--- config.mk ---
export PLATFORM = sky130hd
export DESIGN_NAME = uart_transmitter
export DESIGN_NICKNAME = d
export VERILOG_FILES = /design/src/rtl/uart_transmitter.sv
export SDC_FILE = /design/constraint.sdc
export NUM_CORES = 1
export LEC_CHECK = 0
export BUFFER_PORTS_ARGS = -buffer_cell sky130_fd_sc_hd__buf_4
export CORE_MARGIN = 4
export CORE_UTILIZATION = 50
export CTS_CLUSTER_DIAMETER = 30
export DETAILED_ROUTE_END_ITERATION = 8
export PLACE_DENSITY = 0.68
export SYNTH_ARGS = -nofsm -noshare
export SYNTH_HDL_FRONTEND = slang
export SYNTH_SLANG_ARGS = --single-unit
--- constraint.sdc ---
create_clock -name clk -period 6.45 [get_ports clk]
set_input_delay 0.645 -clock clk [delete_from_list [all_inputs] [get_ports clk]]
set_output_delay 0.645 -clock clk [all_outputs]
set_load 0.03 [all_outputs]
--- src/rtl/uart_transmitter.sv ---
// ---------------------------------------------------------------------------
// uart_transmitter
//
// Serialises 8-bit words into UART frames on TxD: start bit (0), D0..D7 LSB
// first, even parity, stop bit (1). A built-in tick generator produces
// OVERSAMPLE ticks per bit. This is the same rate the downstream receiver
// samples at. Each bit lasts OVERSAMPLE ticks.
//
// Build option:
//   UART_TX_FIFO_EN  defined   -> FIFO_DEPTH-entry write FIFO ahead of the
//                                 shifter. The head entry is the frame on
//                                 the wire and is popped when its stop bit
//                                 ends.
//                    undefined -> the shift register is the only word store;
//                                 Tx_FULL == Tx_BUSY.
//
// Ports:
//   clk          in   1  system clock
//   reset        in   1  asynchronous, active-high
//   Tx_DATA      in   8  word to send, sampled when Tx_WR=1
//   Tx_WR        in   1  write strobe, one cycle per word
//   Tx_EN        in   1  transmitter enable (gates accepts and frame starts)
//   baud_select  in   3  000=300 ... 111=115200, latched at each frame start
//   TxD          out  1  serial line, idle high, registered
//   Tx_BUSY      out  1  frame in progress or buffered words pending
//   Tx_FULL      out  1  no room for another Tx_WR
// ---------------------------------------------------------------------------
module uart_transmitter #(
    parameter int CLK_HZ     = 50_000_000,
    parameter int OVERSAMPLE = 16,
    parameter int FIFO_DEPTH = 4
) (
    input  logic       clk,
    input  logic       reset,
    input  logic [7:0] Tx_DATA,
    input  logic       Tx_WR,
    input  logic       Tx_EN,
    input  logic [2:0] baud_select,
    output logic       TxD,
    output logic       Tx_BUSY,
    output logic       Tx_FULL
);

    // Rounded divisors: (CLK_HZ + baud*OVERSAMPLE/2) / (baud*OVERSAMPLE).
    localparam int DIV_0 = (CLK_HZ +    300 * (OVERSAMPLE / 2)) / (   300 * OVERSAMPLE);
    localparam int DIV_1 = (CLK_HZ +   1200 * (OVERSAMPLE / 2)) / (  1200 * OVERSAMPLE);
    localparam int DIV_2 = (CLK_HZ +   4800 * (OVERSAMPLE / 2)) / (  4800 * OVERSAMPLE);
    localparam int DIV_3 = (CLK_HZ +   9600 * (OVERSAMPLE / 2)) / (  9600 * OVERSAMPLE);
    localparam int DIV_4 = (CLK_HZ +  19200 * (OVERSAMPLE / 2)) / ( 19200 * OVERSAMPLE);
    localparam int DIV_5 = (CLK_HZ +  38400 * (OVERSAMPLE / 2)) / ( 38400 * OVERSAMPLE);
    localparam int DIV_6 = (CLK_HZ +  57600 * (OVERSAMPLE / 2)) / ( 57600 * OVERSAMPLE);
    localparam int DIV_7 = (CLK_HZ + 115200 * (OVERSAMPLE / 2)) / (115200 * OVERSAMPLE);

    // The slowest rate has the largest divisor and so sets the counter width.
    localparam int DIV_W = $clog2(DIV_0 + 1);
    localparam int OS_W  = $clog2(OVERSAMPLE);

    typedef enum logic [2:0] {
        S_IDLE,
        S_START,
        S_DATA,
        S_PARITY,
        S_STOP
    } state_t;

    function automatic logic [DIV_W-1:0] baud_div(input logic [2:0] sel);
        case (sel)
            3'd0:    return DIV_W'(DIV_0);
            3'd1:    return DIV_W'(DIV_1);
            3'd2:    return DIV_W'(DIV_2);
            3'd3:    return DIV_W'(DIV_3);
            3'd4:    return DIV_W'(DIV_4);
            3'd5:    return DIV_W'(DIV_5);
            3'd6:    return DIV_W'(DIV_6);
            default: return DIV_W'(DIV_7);
        endcase
    endfunction

    state_t           r_state;
    state_t           w_state_next;
    logic [DIV_W-1:0] r_div;
    logic [DIV_W-1:0] r_tick_cnt;
    logic [OS_W-1:0]  r_os_cnt;
    logic [2:0]       r_bit_idx;
    logic [7:0]       r_shift;
    logic [7:0]       w_shift_next;
    logic [7:0]       w_start_word;
    logic             r_parity;
    logic             r_txd;
    logic             w_txd_next;
    logic             w_tick;
    logic             w_bit_end;
    logic             w_accept;
    logic             w_start;
    logic             w_can_start;
    logic             w_full;
    logic             w_busy;

    // Tick counter runs only inside a frame; it is cleared at every frame
    // start so the start bit is exactly OVERSAMPLE*div cycles long.
    assign w_tick    = (r_state != S_IDLE) && (r_tick_cnt == r_div - 1'b1);
    assign w_bit_end = w_tick && (r_os_cnt == OS_W'(OVERSAMPLE - 1));
    assign w_accept  = Tx_WR && Tx_EN && !w_full;

`ifdef UART_TX_FIFO_EN
    localparam int PTR_W = $clog2(FIFO_DEPTH);

    logic [7:0]       r_mem [FIFO_DEPTH];
    logic [PTR_W-1:0] r_wr_ptr;
    logic [PTR_W-1:0] r_rd_ptr;
    logic [PTR_W-1:0] w_head_ptr;
    logic [PTR_W:0]   r_count;
    logic             w_avail;
    logic             w_pop;

    // The head entry stays in the FIFO for the whole of its frame. At the
    // end of a stop bit the next word to send therefore sits one past it.
    always_comb begin
        w_head_ptr   = r_rd_ptr;
        w_avail      = (r_count != '0);
        if (r_state == S_STOP) begin
            w_head_ptr = PTR_W'(r_rd_ptr + 1'b1);
            w_avail    = (r_count > (PTR_W + 1)'(1));
        end
        // A word written on the starting edge itself is sent straight from
        // Tx_DATA, so a write into an empty FIFO starts on that edge.
        w_start_word = w_avail ? r_mem[w_head_ptr] : Tx_DATA;
    end

    assign w_can_start = w_avail || w_accept;
    assign w_pop       = (r_state == S_STOP) && w_bit_end;
    assign w_full      = (r_count == (PTR_W + 1)'(FIFO_DEPTH));
    assign w_busy      = (r_state != S_IDLE) || (r_count != '0);

    // NOTE: storage has no reset; r_count alone decides which entries are
    // valid, so clearing the array would only add reset fan-out.
    always_ff @(posedge clk) begin
        if (w_accept) begin
            r_mem[r_wr_ptr] <= Tx_DATA;
        end
    end

    always_ff @(posedge clk or posedge reset) begin
        if (reset) begin
            r_wr_ptr <= '0;
            r_rd_ptr <= '0;
            r_count  <= '0;
        end else begin
            if (w_accept) begin
                r_wr_ptr <= r_wr_ptr + 1'b1;
            end
            if (w_pop) begin
                r_rd_ptr <= r_rd_ptr + 1'b1;
            end
            case ({w_accept, w_pop})
                2'b10:   r_count <= r_count + 1'b1;
                2'b01:   r_count <= r_count - 1'b1;
                default: r_count <= r_count;
            endcase
        end
    end
`else
    // Without a FIFO a write is only accepted while idle, and the word is
    // held in the shift register for the duration of its frame.
    assign w_can_start  = w_accept;
    assign w_start_word = Tx_DATA;
    assign w_busy       = (r_state != S_IDLE);
    assign w_full       = w_busy;
`endif

    // -----------------------------------------------------------------------
    // FSM
    // -----------------------------------------------------------------------
    always_ff @(posedge clk or posedge reset) begin
        if (reset) begin
            r_state <= S_IDLE;
        end else begin
            // NOTE: all clocked state uses non-blocking assignment so every
            // register samples the pre-edge values of the others.
            r_state <= w_state_next;
        end
    end

    always_comb begin
        // NOTE: defaults first so no path leaves a signal unassigned, which
        // would otherwise infer a latch.
        w_state_next = r_state;
        w_start      = 1'b0;
        case (r_state)
            S_IDLE: begin
                if (Tx_EN && w_can_start) begin
                    w_state_next = S_START;
                    w_start      = 1'b1;
                end
            end
            S_START: begin
                if (w_bit_end) w_state_next = S_DATA;
            end
            S_DATA: begin
                if (w_bit_end && (r_bit_idx == 3'd7)) w_state_next = S_PARITY;
            end
            S_PARITY: begin
                if (w_bit_end) w_state_next = S_STOP;
            end
            S_STOP: begin
                if (w_bit_end) begin
                    // Back-to-back frames: the next start bit begins on the
                    // edge that ends this stop bit.
                    if (Tx_EN && w_can_start) begin
                        w_state_next = S_START;
                        w_start      = 1'b1;
                    end else begin
                        w_state_next = S_IDLE;
                    end
                end
            end
            default: w_state_next = S_IDLE;
        endcase
    end

    // -----------------------------------------------------------------------
    // Datapath: shifter and line driver are computed from the next state so
    // TxD is a plain register with no decode after it.
    // -----------------------------------------------------------------------
    always_comb begin
        w_shift_next = r_shift;
        if (w_start) begin
            w_shift_next = w_start_word;
        end else if ((r_state == S_DATA) && w_bit_end) begin
            w_shift_next = {1'b0, r_shift[7:1]};
        end

        w_txd_next = 1'b1;
        case (w_state_next)
            S_START:  w_txd_next = 1'b0;
            S_DATA:   w_txd_next = w_shift_next[0];
            S_PARITY: w_txd_next = r_parity;
            default:  w_txd_next = 1'b1;
        endcase
    end

    always_ff @(posedge clk or posedge reset) begin
        if (reset) begin
            r_shift    <= '0;
            r_parity   <= 1'b0;
            r_txd      <= 1'b1;
            r_div      <= '0;
            r_tick_cnt <= '0;
            r_os_cnt   <= '0;
            r_bit_idx  <= '0;
        end else begin
            r_shift <= w_shift_next;
            r_txd   <= w_txd_next;
            if (w_start) begin
                // baud_select is captured here only, so changing it
                // mid-frame affects the next frame, not this one.
                r_parity   <= ^w_start_word;
                r_div      <= baud_div(baud_select);
                r_tick_cnt <= '0;
                r_os_cnt   <= '0;
                r_bit_idx  <= '0;
            end else if (r_state != S_IDLE) begin
                if (w_tick) begin
                    r_tick_cnt <= '0;
                    r_os_cnt   <= w_bit_end ? '0 : r_os_cnt + 1'b1;
                    if (w_bit_end && (r_state == S_DATA)) begin
                        r_bit_idx <= r_bit_idx + 1'b1;
                    end
                end else begin
                    r_tick_cnt <= r_tick_cnt + 1'b1;
                end
            end
        end
    end

    assign TxD     = r_txd;
    assign Tx_BUSY = w_busy;
    assign Tx_FULL = w_full;

endmodule

# After elaboration in Yosys (flattened, before gate mapping)

Index checks and enable logic that the tools add are counted.

Word-level logic and storage cells: 71
Input port bits: 15
Flip-flop bits (word level): 48
Output and inout port bits: 3

Mux-type cells: 25
Equal/unequal tests: 16
Add/sub/neg operators: 4
Reductions and logical operators: 17

Operator list:

| cell                                                                   | count |
|---|---|
| 14-bit case mux with 7 select lines                                    | 1 |
| 14-bit 2-to-1 mux                                                      | 3 |
| 3-bit 2-to-1 mux                                                       | 9 |
| 3-bit by 2-bit equality test with 1-bit output (second input constant) | 6 |
| 4-bit 2-to-1 mux                                                       | 4 |
| 8-bit 2-to-1 mux                                                       | 2 |
| 3-bit equality test (second input constant)                            | 5 |
| 3-bit case mux with 5 select lines                                     | 1 |
| 14-bit by 1-bit adder with 14-bit output (second input constant)       | 1 |
| 14-bit equality test                                                   | 1 |
| 14-bit by 1-bit subtractor with 14-bit output (second input constant)  | 1 |
| 3-bit by 1-bit equality test with 1-bit output (second input constant) | 3 |
| 8-bit XOR reduction                                                    | 1 |
| 1-bit logical AND                                                      | 7 |
| 3-bit logical NOT                                                      | 2 |
| 2-bit nonzero test                                                     | 3 |
| 4-bit by 1-bit adder with 4-bit output (second input constant)         | 1 |
| 4-bit equality test (second input constant)                            | 1 |
| 3-bit by 1-bit adder with 3-bit output (second input constant)         | 1 |
| 1-bit 2-to-1 mux                                                       | 3 |
| 1-bit case mux with 3 select lines                                     | 1 |
| 3-bit AND reduction                                                    | 1 |
| 3-bit nonzero test                                                     | 1 |
| 1-bit case mux with 2 select lines                                     | 1 |
| 2 further kinds                                                        | 2 |

# Depth between registers and ports, before layout

Gate-level depths: netlist (run 1).

Depth after elaboration: 9
Gate-level depth with buffers: 13

# Worst setup path before layout (run 1)

No wires, ideal clock.

Kind: reg2reg
Start point: reg r_div[0]
End point: reg r_tick_cnt[2]
Buffers on the path: 2
Cell stages (with the launch flop): 13
Arrival time: 2.791 ns
Library setup time: 0.121 ns
Slack: 3.538 ns
Required time: 6.329 ns
Cell sequence: dfrtp_1 -> inv_1 -> ha_1 -> nand2b_1 -> clkbuf_1 -> a2111oi_0 -> nor4b_1 -> a211oi_4 -> nor4_4 -> or2_1 -> buf_6 -> o21bai_2 -> a22o_1

Longest elaborated chain between the ends: 7
Elaborated cells between the ends (all ways): 10
Classes of those cells: add/sub (1); eq/ne (1); mux (5); reduce/logical (3)

Ends and longest elaborated chain:

| element                                                 | RTL line | text |
|---|---|---|
| start: declaration                                      | 81       | `logic [DIV_W-1:0] r_div;` |
| start signal: assignment                                | 258      | `r_div <= baud_div(baud_select);` |
| 14-bit by 1-bit subtractor with 14-bit output (*)       | 101      | `assign w_tick = (r_state != S_IDLE) && (r_tick_cnt == r_div - 1'b1);` |
| 14-bit equality test (*)                                | 101      |  |
| 1-bit logical AND (*)                                   | 101      |  |
| 1-bit logical AND                                       | 102      | `assign w_bit_end = w_tick && (r_os_cnt == OS_W'(OVERSAMPLE - 1));` |
| 1-bit 2-to-1 mux                                        | 206      | `if (w_bit_end) begin` |
| 1-bit case mux with 2 select lines                      | 189      | `case (r_state)` |
| 14-bit 2-to-1 mux or 2-bit nonzero test (tied branches) | -        |  |
| end signal: assignment                                  | 270      | `r_tick_cnt <= r_tick_cnt + 1'b1;` |
| end: declaration                                        | 82       | `logic [DIV_W-1:0] r_tick_cnt;` |

Every way passes the cells marked *; elsewhere a longest branch is shown, timed or not. The select of a mux whose other input is x is not followed.
A chain may end at the register's enable or synchronous reset.

# Worst setup path in the final report (run 1)

Start point: reg r_div[0]
End point: reg r_txd, in the netlist TxD

Longest elaborated chain between the ends: 9
Elaborated cells between the ends (all ways): 19
Classes of those cells: add/sub (1); eq/ne (4); mux (10); reduce/logical (4)

Ends and longest elaborated chain:

| element                                                                                                          | RTL line | text |
|---|---|---|
| 14-bit by 1-bit subtractor with 14-bit output (*)                                                                | 101      |  |
| 14-bit equality test (*)                                                                                         | 101      |  |
| 1-bit logical AND (*)                                                                                            | 101      |  |
| 1-bit logical AND (*)                                                                                            | 102      |  |
| 1-bit logical AND                                                                                                | 200      | `if (w_bit_end && (r_bit_idx == 3'd7)) w_state_next = S_PARITY;` |
| 3-bit 2-to-1 mux                                                                                                 | 200      |  |
| 3-bit case mux with 5 select lines (*)                                                                           | 189      |  |
| via w_state_next[0]                                                                                              | 80       | `state_t w_state_next;` |
| 3-bit by 2-bit equality test with 1-bit output or 3-bit by 1-bit equality test with 1-bit output (tied branches) | 234      | `case (w_state_next)` |
| 1-bit case mux with 3 select lines (*)                                                                           | 234      |  |
| via w_txd_next                                                                                                   | 90       | `logic w_txd_next;` |
| end signal: assignment                                                                                           | 253      | `r_txd <= w_txd_next;` |
| end: declaration                                                                                                 | 89       | `logic r_txd;` |

The timed path passes the listed nets; every way through them passes the cells marked *. The select of a mux whose other input is x is not followed.

==> impl_summary.md, run 1 <==
Run status
The run finished with clean final reports.

Worst setup path
The register-to-register path setup slack is ~3 ns. Traced cell by cell, the critical path runs through inv_1 -> ha_1 -> nand2b_1 -> or4_1 -> a31oi_1 -> nor2_1 -> nor4_4 -> and2_1 -> a221o_1 -> mux2i_1. The category of the worst setup path capture point is a flop. The kind of critical path is flop to flop. Along the worst path, the maximum fanout reaches 17. The required time of the critical path is ~6.7 ns. The worst-path cell with the longest stage delay is and2_1. The worst setup path is launched from a flop. At the worst endpoint, the arrival time is 3.72 ns.

In this design, the stage delay of the slowest critical-path cell is between 0.6 and 0.7 ns.

STA
After layout, the minimum clock period comes to 3.478 ns. In the final timing run, aggregate negative setup slack is 0 ns. The number of pins with negative max-slew slack in the final report is 0. The highest clock frequency the design can meet is ~0.29 GHz. The count of endpoints failing setup in the final report is 0. The count of final hold-check violations came to 0. For the pin with the worst max-slew slack, the measured transition is around 1.0 ns. Clock skew on the completed layout was measured at between 0.01 and 0.015 ns.

Setup repair after global routing left no endpoint under its margin. The worst pin sits at a relative slew slack of 0.3306. In the finished design, the share of the clock period the worst path needs comes to 0.5392.

Final layout
The library cells used most frequently in the layout, excluding fill and tap cells, are 46 x nand2_1, 45 x dfrtp_1, 26 x o21ai_0. The final-layout fill cell count is 530. From synthesis to final layout, the design area changed by 6.916%. Of the cells placed in the final design, the portion with a size suffix greater than 1 is 0.1131. The share of the core filled with cells in the final layout is 0.5587. In the final layout, flip-flops and latches occupy 0.001152 mm2. The net count of the finished layout is 346.

The number of antenna diodes in the final layout is 0. Once layout is complete, the cells apart from fillers number about 400. The multi-input combinational cell area is about 0.0016 mm2. Leaving out fill and tap cells, the most frequent cell in the layout is nand2_1.

Die
The total area inside the core boundary comes to ~0.0056 mm2. The die is approximately 84 um tall. The starting utilization of the core area is 0.5226. The placement row count is 27. The I/O pin total is 18. The die covers 0.007111 mm2.

The horizontal die dimension is 84.33 um.

Drt
The routed layout has 2289 vias. The remaining number of nets flagged by the antenna check after routing is 0. The vias per cell is roughly 5.7. The total DRC errors in the routed layout is 0. The final layout contains routed wiring with a total length of 5923 um. The first detailed-routing pass ran for 4 iterations.

After detailed routing, the average wire length per cell comes to around 15 um. The violation count after the first detailed-routing iteration is 98.

Synth
The sequential-to-total area share from yosys stat is 0.3956. The dominant synthesized flop cell is dfrtp_1. The mapped cell area is 0.002913 mm2.

Synthesis produced approximately 320 cells. The synthesized design contains 0 enable-type register cells. The number of nets handed over by synthesis was between 300 and 400.

Yosys printed 0 warnings. Yosys mapped the design onto 55 distinct sky130hd cell types. The share of flip-flops with an asynchronous set or reset is 1.000. After synthesis the netlist holds a flip-flop and latch count of 46. The average cell area after synthesis is just over 9 um2.

Clock tree
The clock root buffer is clkbuf_8. The clock passes through at most 2 buffers. TritonCTS built the clock tree. Clock-pin slew was measured on the worst setup and hold paths at around 0.090 ns. The source-to-sink clock delay at the later pin of the worst-skew pair is approximately 0.3 ns. In this run, post-CTS hold repair placed 0 buffers. The H-tree was split into 2 levels. After clock tree synthesis, the setup repair step added 0 buffers. The number of clock sinks seen by CTS is 46. After clock tree synthesis, the repair step resized 0 gates.

The total clock buffers created by CTS is 5.

Power and ir drop
For this design the ratio of total power to cell area is approximately 350 mW/mm2. For this design the static power due to leakage is 0.001318 uW. The worst supply voltage drop on vdd is ~180 uV.

Placement
Port buffering added 17 buffers. The wire-length estimate of the detail-placed layout is 4277 um. The congestion estimate from routability-driven global placement came to ~0.84.

Once placement completed, the tool counted placed cells totaling 391.

Global routing
The first global-routing pass estimated roughly 10000 um of wire. Entering global routing, the biggest net connects 47 pins. The initial antenna violation count came to 0.

Global routing finished with a remaining overflow of 0. Across every metal layer, demand over resource in global routing totals 0.1782. The number of global-route vias before repair came to about 2200.

Job
The max-cap check violation count is 0.

Worst hold path
The tightest min-delay check is of the flop to flop type.
[cells in the mapped netlist (3+ instances only)]
library cell  instances  area share
nand2_1              46       0.059
dfrtp_1              45        0.39
o21ai_0              26       0.045
nor2_1               19       0.024
xnor2_1              17       0.051
clkbuf_1             13       0.017
mux2i_1              12       0.041
nand3_1              12       0.021
inv_1                11       0.014
and3_1               10       0.021
xor2_1                9       0.027
a21oi_1               7       0.012
nor3_1                7       0.012
o31ai_1               7       0.018
nor4_1                6       0.013
and2_1                5       0.011
ha_1                  5       0.021
or3_1                 5       0.011
buf_6                 4       0.015
nor2b_1               4      0.0086
a221o_1               3       0.010
nand3b_1              3      0.0077
nor3b_1               3      0.0077
o211ai_1              3      0.0077
[worst max-delay path: cells and delay by family (launching register included)]
kind / cells / cell delay, ns
muxes: 1 / 0.19
and+or+nand+nor: 5 / 1.93
DFF: 1 / 0.45
adders and majority gates: 1 / 0.24
buffers and inverters: 1 / 0.10
AOI/OAI and AO/OA: 2 / 0.52
[logic make-up (layout without fill, tap and decap cells)]
kind of cell / count (synthesis) / in the layout / share of synthesized area
AND/OR/NAND/NOR: 130 / 130 / 0.2328
buffers and inverters: 32 / 37 / 0.05498
flip-flops: 46 / 46 / 0.3956
XOR/XNOR: 27 / 27 / 0.08591
AO/OA/AOI/OAI: 68 / 68 / 0.1602
multiplexers: 14 / 14 / 0.04897
adder cells (fa/ha/maj): 5 / 5 / 0.02148
[power breakdown]
group          leakage [uW]  internal, uW  switching, uW
logic              0.000682           192            220
registers          0.000588           379            121
clock network     0.0000472          86.2           99.1
[per-layer routing]
metal | wire length [um] | vias to the layer above | track usage | share of wire
li1 | - | 1147 | - | -
met1 | 2750 | 1101 | 0.2275 | 0.46
met2 | 2872 | 33 | 0.3056 | 0.48
met3 | 209 | 8 | 0.03140 | 0.035
met4 | 90 | 0 | 0.05848 | 0.015
met5 | 0 | - | 0 | 0
[flip-flops by register name, summed over array words and instances, names as in the netlist]
name / count
r_tick_cnt: 14
r_div: 12
r_shift: 8
r_os_cnt: 4
r_bit_idx: 3
r_state: 3
TxD: 1
r_parity: 1
[worst paths after layout]
check | from | endpoint | cells past startpoint
setup / recovery | r_div[0] | TxD | 10
hold / removal | r_parity | r_parity | 2
setup reg to reg | r_div[0] | TxD | 10
hold reg to reg | r_parity | r_parity | 2
max in group asynchronous | reset | r_os_cnt[3] | 2
min in group asynchronous | reset | r_shift[3] | 2
[final cells by class]
cell class | instances | share of cell area
timing repair buffer | 18 | 0.04339
sequential | 46 | 0.3700
multi-input combinational | 244 | 0.5139
inverter | 11 | 0.01326
clock inverter | 2 | 0.004018
tap | 72 | 0.02893
clock buffer | 6 | 0.02652
[metrics by stage]
step           power (uW)  hold slack (ns)  area (um2)  setup slack (ns)
2_1_floorplan       830.3           0.4497        2913             3.538
3_3_place_gp        906.1           0.4752        3019             3.089
3_5_place_dp        915.7           0.4907        3019             2.965
4_1_cts              1103           0.5166        3114             2.961
5_1_grt              1183           0.5500        3114             2.654
6_report             1096           0.5109        3114             2.972
(Power assumes the default switching activity.)
==> inputs of run 2 (changes only) <==
==> constraint.sdc (replaced) <==
create_clock -name clk -period 3.2 [get_ports clk]
set_input_delay 0.32 -clock clk [delete_from_list [all_inputs] [get_ports clk]]
set_output_delay 0.32 -clock clk [all_outputs]
set_load 0.03 [all_outputs]
==> run 2 against run 1 <==
Combinational power up 120%; hold slack got worse by 0.28 ns; power increased by 110%; utilization increased by 2.1 points; final cell count grew 3.0%; via count rose by 3.3%; clock-buffer cell count is 1 higher; non-clock buffer count grew 12; first-iteration DRC count grew 82%; global-route usage is 0.36 points higher; critical path type unchanged.
==> impl_summary.md, run 2 (synthesis gave the netlist of run 1 again) <==
Run status
Status: complete, no violations (unchanged).

Worst hold path
The hold path endpoint is r_shift[6] (was r_parity). The startpoint of the most critical hold path is Tx_DATA[6] (was r_parity). The class of the most critical hold timing path is input pin to flop (was flop to flop). The number of stages on the worst hold path is 3 (was 2).

Drt
The sum of met3 wire segment lengths after detailed routing is 207 um (was 209 um). The total number of vias is 2364 (was 2289). The vias per cell was 5.752 (was 5.737). The violation count after the first detailed-routing iteration is 178 (was 98). The met2 wire length is 3109 um (was 2872 um). The remaining number of nets flagged by the antenna check after routing came to 0 (unchanged). The wire length per cell is 15.35 um (was 14.84 um).

The top metal layer carrying routed signals is met4 (unchanged). The total wire length is 6307 um (was 5923 um). The total DRC errors in the routed layout is 0 (unchanged). The routed metal-1 wire length is 2933 um (was 2750 um). The number of optimization iterations in the first detailed-route pass is 4 (unchanged).

Final layout
Commonest non-fill, non-tap cells in the layout: 46 x nand2_1, 45 x dfrtp_1, 29 x buf_4 (was 46 x nand2_1, 45 x dfrtp_1, 26 x o21ai_0). The most common library cell in the layout ignoring fill and taps is nand2_1 (unchanged). The fraction of layout cells with a size suffix above 1 came to 0.1534 (was 0.1131). The number of antenna repair diodes was 0 (unchanged). The register with the most flip-flops is r_tick_cnt (unchanged). The final-layout fill cell count is 485 (was 530). The net count reported at finish is 358 (was 346). The number of flip-flops under the largest register name is 14 (unchanged). Top Registers: r_tick_cnt: 14 flops, r_div: 12 flops, r_shift: 8 flops (unchanged). The synthesis-to-layout area growth is 10.87% (was 6.916%). The share of the core filled with cells in the final layout is 0.5793 (was 0.5587).

Worst setup path
The register-to-register path setup slack is 0.15 ns (was 2.97 ns). The reg-to-reg endpoint is TxD (unchanged). The startpoint of the most critical register-to-register path is r_div[4] (was r_div[0]). The worst-case reg-to-reg path depth is 9 (was 10). The type of element launching the critical path is a flop (unchanged). The biggest fanout along the worst timing path is 10 (was 17).

The data arrival time of the critical path came to 3.27 ns (was 3.72 ns). The kind of critical path is flop to flop (unchanged). The category of the worst setup path capture point was a flop (unchanged). The required time of the critical path was 3.42 ns (was 6.69 ns).

STA
The post-route minimum period is 3.047 ns (was 3.478 ns). The count of final hold-check violations is 0 (unchanged). The share of the cycle needed by the critical path after routing came to 0.9521 (was 0.5392). The post-route setup TNS is 0 ns (unchanged). The highest clock frequency the design can meet is 0.3282 GHz (was 0.2875 GHz).

The relative slew slack is 0.3582 (was 0.3306). The worst-case clock skew is 0.004526 ns (was 0.01260 ns). The count of endpoints failing setup in the final report is 0 (unchanged). The number of pins with negative max-slew slack in the final report is 0 (unchanged).

The transition time at the pin with the least slew margin is 0.9614 ns (was 1.004 ns). Setup repair after global routing missed its margin: no (unchanged).

Power and ir drop
The standby leakage power is 0.001386 uW (was 0.001318 uW). The worst supply voltage drop on vdd is 413.1 uV (was 178.6 uV). The power per cell area came to 703.9 mW/mm2 (was 352.0 mW/mm2).

Die
The I/O pin total was 18 (unchanged). The overall die height came to 84.33 um (unchanged). The die area is 0.007111 mm2 (unchanged). The placeable core area is 0.005574 mm2 (unchanged). The starting utilization of the core area is 0.5226 (unchanged). The placement row count is 27 (unchanged). The horizontal die dimension is 84.33 um (unchanged).

Job
The max-cap check violation count came to 0 (unchanged).

Clock tree
The source-to-sink clock delay at the later pin of the worst-skew pair is 0.30 ns (about the same). The count of hold-fix buffers inserted at cts is 0 (unchanged). The number of clock sinks seen by CTS is 46 (unchanged).

The clock root buffer is clkbuf_8 (unchanged). The total clock buffers created by CTS is 5 (unchanged). The maximum buffer depth of the clock tree came to 2 (unchanged). The clock tree from TritonCTS was done (unchanged).

The clock transition at the register clock pins on the worst setup and hold paths after CTS came to 0.08 ns (was 0.09 ns). The depth of the CTS H-tree is 2 (unchanged).

Placement
The number of port buffers is 17 (unchanged). The detailed placer's ending HPWL was 4549 um (was 4277 um). The final weighted congestion of routability-driven global placement came to 0.8384 (was 0.8379).

Global routing
The largest net degree at the start of global routing came to 47 (unchanged). The total global-route track usage is 0.1818 (was 0.1782). The wire length of the first global-routing pass was 10680 um (was 10350 um). The number of global-route vias before repair is 2284 (was 2212). The initial antenna violation count came to 0 (unchanged). The total congestion overflow is 0 (unchanged).
run 2: cell types whose count changed in the layout (fill, tap and decap cells not counted), sizes merged:
cell      previous run  this run
buf                 18        30
clkbuf               6         7
clkinvlp             1         0
run 2: area by class of cell:
class	instances	area (um2)	area share
Multi-Input combinational cell	244	1617	0.5006
Tap cell	72	90.09	0.02790
Sequential cell	46	1152	0.3568
Clock inverter	1	5.005	0.001550
Timing Repair Buffer	30	237.7	0.07361
Inverter	11	41.29	0.01279
Clock buffer	7	86.33	0.02673
run 2: layer usage:
metal | global-route usage | vias up
li1 | - | 1173
met1 | 0.2458 | 1148
met2 | 0.3013 | 38
met3 | 0.03238 | 5
met4 | 0.04825 | 0
met5 | 0 | -
run 2: how the worst max path moves through the flow:
stage | from | to | slack (ns) | depth (start not counted)
global route | r_div[4] | TxD | 0.02 | 9
finish | r_div[4] | TxD | 0.15 | 9
detailed placement | r_div[0] | TxD | 0.08 | 11
CTS | r_div[0] | TxD | 0.08 | 11
floorplan | r_div[0] | r_tick_cnt[2] | 0.29 | 12
global placement | r_div[0] | r_shift[5] | 0.25 | 11
run 2: repair_timing:
item,4_1_cts,5_1_grt
resized for setup,0,5
hold endpoints to repair,0,0
buffers inserted,0,0
setup endpoints to repair,0,10
run 2: report_power, final:
group	internal (uW)	switching [uW]	leakage (uW)
sequential	764	228	0.000588
clock	175	196	0.0000482
combinational	420	492	0.000749
run 2: worst max-delay path, cell delays in order, from the launching register on:
cell and delay, ns:
dfrtp_1 0.43, or3_1 0.51, or4_1 0.57, a31oi_1 0.23, nor2_1 0.11, nor4_4 0.33, buf_4 0.19, nand2_1 0.08
a221o_1 0.37, mux2i_1 0.18
run 2: through the flow:
stage	area, um2	setup WS (ns)	power, uW	cells	hold slack (ns)
after floorplan	2913	0.2879	1674	322	0.4353
after global placement	3122	0.2477	1862	403	0.4753
after detailed placement	3122	0.07782	1888	403	0.4946
after CTS	3213	0.08105	2263	411	0.2274
after global routing	3229	0.01879	2434	411	0.2434
final	3229	0.1533	2273	411	0.2338
==> inputs of run 3 (changes only) <==
--- a/config.mk
+++ b/config.mk
@@ -11,6 +11,7 @@
 export CTS_CLUSTER_DIAMETER = 30
 export DETAILED_ROUTE_END_ITERATION = 8
 export PLACE_DENSITY = 0.68
+export REMOVE_ABC_BUFFERS = 1
 export SYNTH_ARGS = -nofsm -noshare
 export SYNTH_HDL_FRONTEND = slang
 export SYNTH_SLANG_ARGS = --single-unit
==> run 3 against run 2 <==
Clock power increased by 15%; global-route usage grew 0.15 points; flip-flop and latch count unchanged; sequential share of layout area is 0.24 points higher; non-clock buffer count fell by 4; cell area decreased by 0.66%; sequential power hardly changed; die area did not move; critical endpoint unchanged.
==> impl_summary.md, run 3 (synthesis gave the netlist of run 1 again) <==
Drt
The wire length per cell is 15.27 um (was 15.35 um). The remaining number of nets flagged by the antenna check after routing came to 0 (unchanged). The total DRC errors in the routed layout came to 0 (unchanged). The total wire length is 6215 um (was 6307 um).

The number of optimization iterations in the first detailed-route pass is 4 (unchanged). The violation count after the first detailed-routing iteration is 130 (was 178). The vias per cell is 5.695 (was 5.752). The total number of vias is 2318 (was 2364).

STA
The highest clock frequency the design can meet came to 0.3300 GHz (was 0.3282 GHz). The count of endpoints failing setup in the final report is 0 (unchanged). The count of final hold-check violations is 0 (unchanged). The worst setup slack after layout is 0.1698 ns (was 0.1533 ns). The share of the cycle needed by the critical path after routing is 0.9469 (was 0.9521). Setup repair after global routing missed its margin: no (unchanged). The number of pins with negative max-slew slack in the final report was 0 (unchanged). The relative slew slack was 0.3644 (was 0.3582). The transition time at the pin with the least slew margin came to 0.9520 ns (was 0.9614 ns). The post-route minimum period is 3.030 ns (was 3.047 ns). The worst-case clock skew is 0.009189 ns (was 0.004526 ns).

The post-route setup TNS was 0 ns (unchanged). The worst hold slack is 0.2371 ns (was 0.2338 ns).

Worst setup path
Crit-path cells: or3_1 -> or4_1 -> a31oi_1 -> nor2_1 -> nor4_4 -> buf_4 -> nand2_1 -> a221o_1 -> mux2i_1 (unchanged). The biggest fanout along the worst timing path is 10 (unchanged). The worst-path cell with the longest stage delay is or4_1 (unchanged). The worst-case reg-to-reg path depth is 9 (unchanged). The data arrival time of the critical path came to 3.26 ns (was 3.27 ns). The category of the worst setup path capture point is a flop (unchanged). The required time of the critical path is 3.43 ns (was 3.42 ns). The highest cell delay on the worst timing path is 0.57 ns (about the same). The kind of critical path is flop to flop (unchanged). The type of element launching the critical path is a flop (unchanged).

Clock tree
The total clock buffers created by CTS was 5 (unchanged). The depth of the CTS H-tree is 2 (unchanged). The number of setup buffers added after CTS is 0 (unchanged). The clock root buffer is clkbuf_8 (unchanged). The clock tree from TritonCTS was done (unchanged).

The maximum buffer depth of the clock tree was 2 (unchanged). The number of clock sinks seen by CTS came to 46 (unchanged). The source-to-sink clock delay at the later pin of the worst-skew pair came to 0.30 ns (about the same). The clock transition at the register clock pins on the worst setup and hold paths after CTS is 0.09 ns (was 0.08 ns).

Placement
The final weighted congestion of routability-driven global placement is 0.8902 (was 0.8384). The setup slack at placement was 0.1113 ns (was 0.07782 ns). The detailed placer's ending HPWL is 4497 um (was 4549 um). The number of port buffers is 17 (unchanged).

The post-place instance area is 0.003092 mm2 (was 0.003122 mm2).

Final layout
The most common library cell in the layout ignoring fill and taps is nand2_1 (unchanged). The share of the core filled with cells in the final layout is 0.5755 (was 0.5793). Top Registers: r_tick_cnt: 14 flops, r_div: 12 flops, r_shift: 8 flops (unchanged).

The area occupied by registers was 0.001152 mm2 (unchanged). Commonest non-fill, non-tap cells in the layout: 46 x nand2_1, 45 x dfrtp_1, 26 x o21ai_0 (was 46 x nand2_1, 45 x dfrtp_1, 29 x buf_4). The summed area of non-filler cells in the final layout is 0.003208 mm2 (was 0.003229 mm2). The register with the most flip-flops is r_tick_cnt (unchanged).

The number of antenna repair diodes is 0 (unchanged). The fraction of layout cells with a size suffix above 1 was 0.1373 (was 0.1534). The synthesis-to-layout area growth is 10.14% (was 10.87%). The multi-input combinational cell area came to 0.001610 mm2 (was 0.001617 mm2). The number of flip-flops under the largest register name is 14 (unchanged). The net count reported at finish came to 354 (was 358). The final-layout fill cell count is 499 (was 485).

Die
The placeable core area is 0.005574 mm2 (unchanged). The die area is 0.007111 mm2 (unchanged). The placement row count came to 27 (unchanged). The horizontal die dimension came to 84.33 um (unchanged). The overall die height is 84.33 um (unchanged). The I/O pin total is 18 (unchanged).

The starting utilization of the core area was 0.5226 (unchanged).

Global routing
The number of global-route vias before repair is 2205 (was 2284). The initial antenna violation count is 0 (unchanged). The wire length of the first global-routing pass was 10570 um (was 10680 um). The total global-route track usage is 0.1833 (was 0.1818).

The total congestion overflow is 0 (unchanged). The largest net degree at the start of global routing came to 47 (unchanged).

Power and ir drop
The worst supply voltage drop on vdd was 320.0 uV (was 413.1 uV). The power per cell area was 723.5 mW/mm2 (was 703.9 mW/mm2). The standby leakage power is 0.001368 uW (was 0.001386 uW).

Job
The max-cap check violation count is 0 (unchanged).

Worst hold path
The class of the most critical hold timing path was input pin to asynchronous set/reset pin (was input pin to flop).

Run status
Status: complete, no violations (unchanged).
[run 3: worst paths after layout]
kind	slack (ns)	end	startpoint
min	0.24	r_tick_cnt[2]	reset
min in group clk	0.24	r_shift[2]	Tx_DATA[2]
min reg2reg	0.50	r_parity	r_parity
max reg2reg	0.17	TxD	r_div[4]
max	0.17	TxD	r_div[4]
max in group asynchronous	2.37	r_div[2]	reset
[run 3: metrics by stage]
stage	power (uW)	cells
after global routing	2488	407
after global placement	1855	399
after floorplan	1627	301
after detailed placement	1882	399
after CTS	2313	407
final	2321	407
[run 3: power breakdown]
part	internal (uW)	switching [uW]	leakage, uW
logic	408	479	0.000727
clock network	234	192	0.0000524
registers	764	245	0.000588
[run 3: routing by layer]
metal / vias up / track usage / part of all wire
met2: 53 / 0.2898 / 0.46
met1: 1092 / 0.2539 / 0.48
met3: 11 / 0.03238 / 0.038
li1: 1162 / - / -
met4: 0 / 0.06287 / 0.022
met5: - / 0 / 0
[run 3: worst max-delay path, delay by kind of cell (launching register included)]
family | cells | cell delay [ns]
compound gates | 2 | 0.61
simple gates | 5 | 1.58
flops | 1 | 0.43
mux | 1 | 0.16
buf+inv | 1 | 0.18
[run 3: what timing repair did]
action | 4_1_cts | 5_1_grt
resized for setup | 0 | 3
hold buffers | 0 | 0
setup endpoints to repair | 0 | 9
[run 3: layout make-up]
cell class,count,area share
clock buffers,7,0.02379
inverters,11,0.01287
repair buffers,26,0.06474
flip-flops and latches,46,0.3592
clock inverters,1,0.009360
multi-input cells,244,0.5019
well taps,72,0.02808
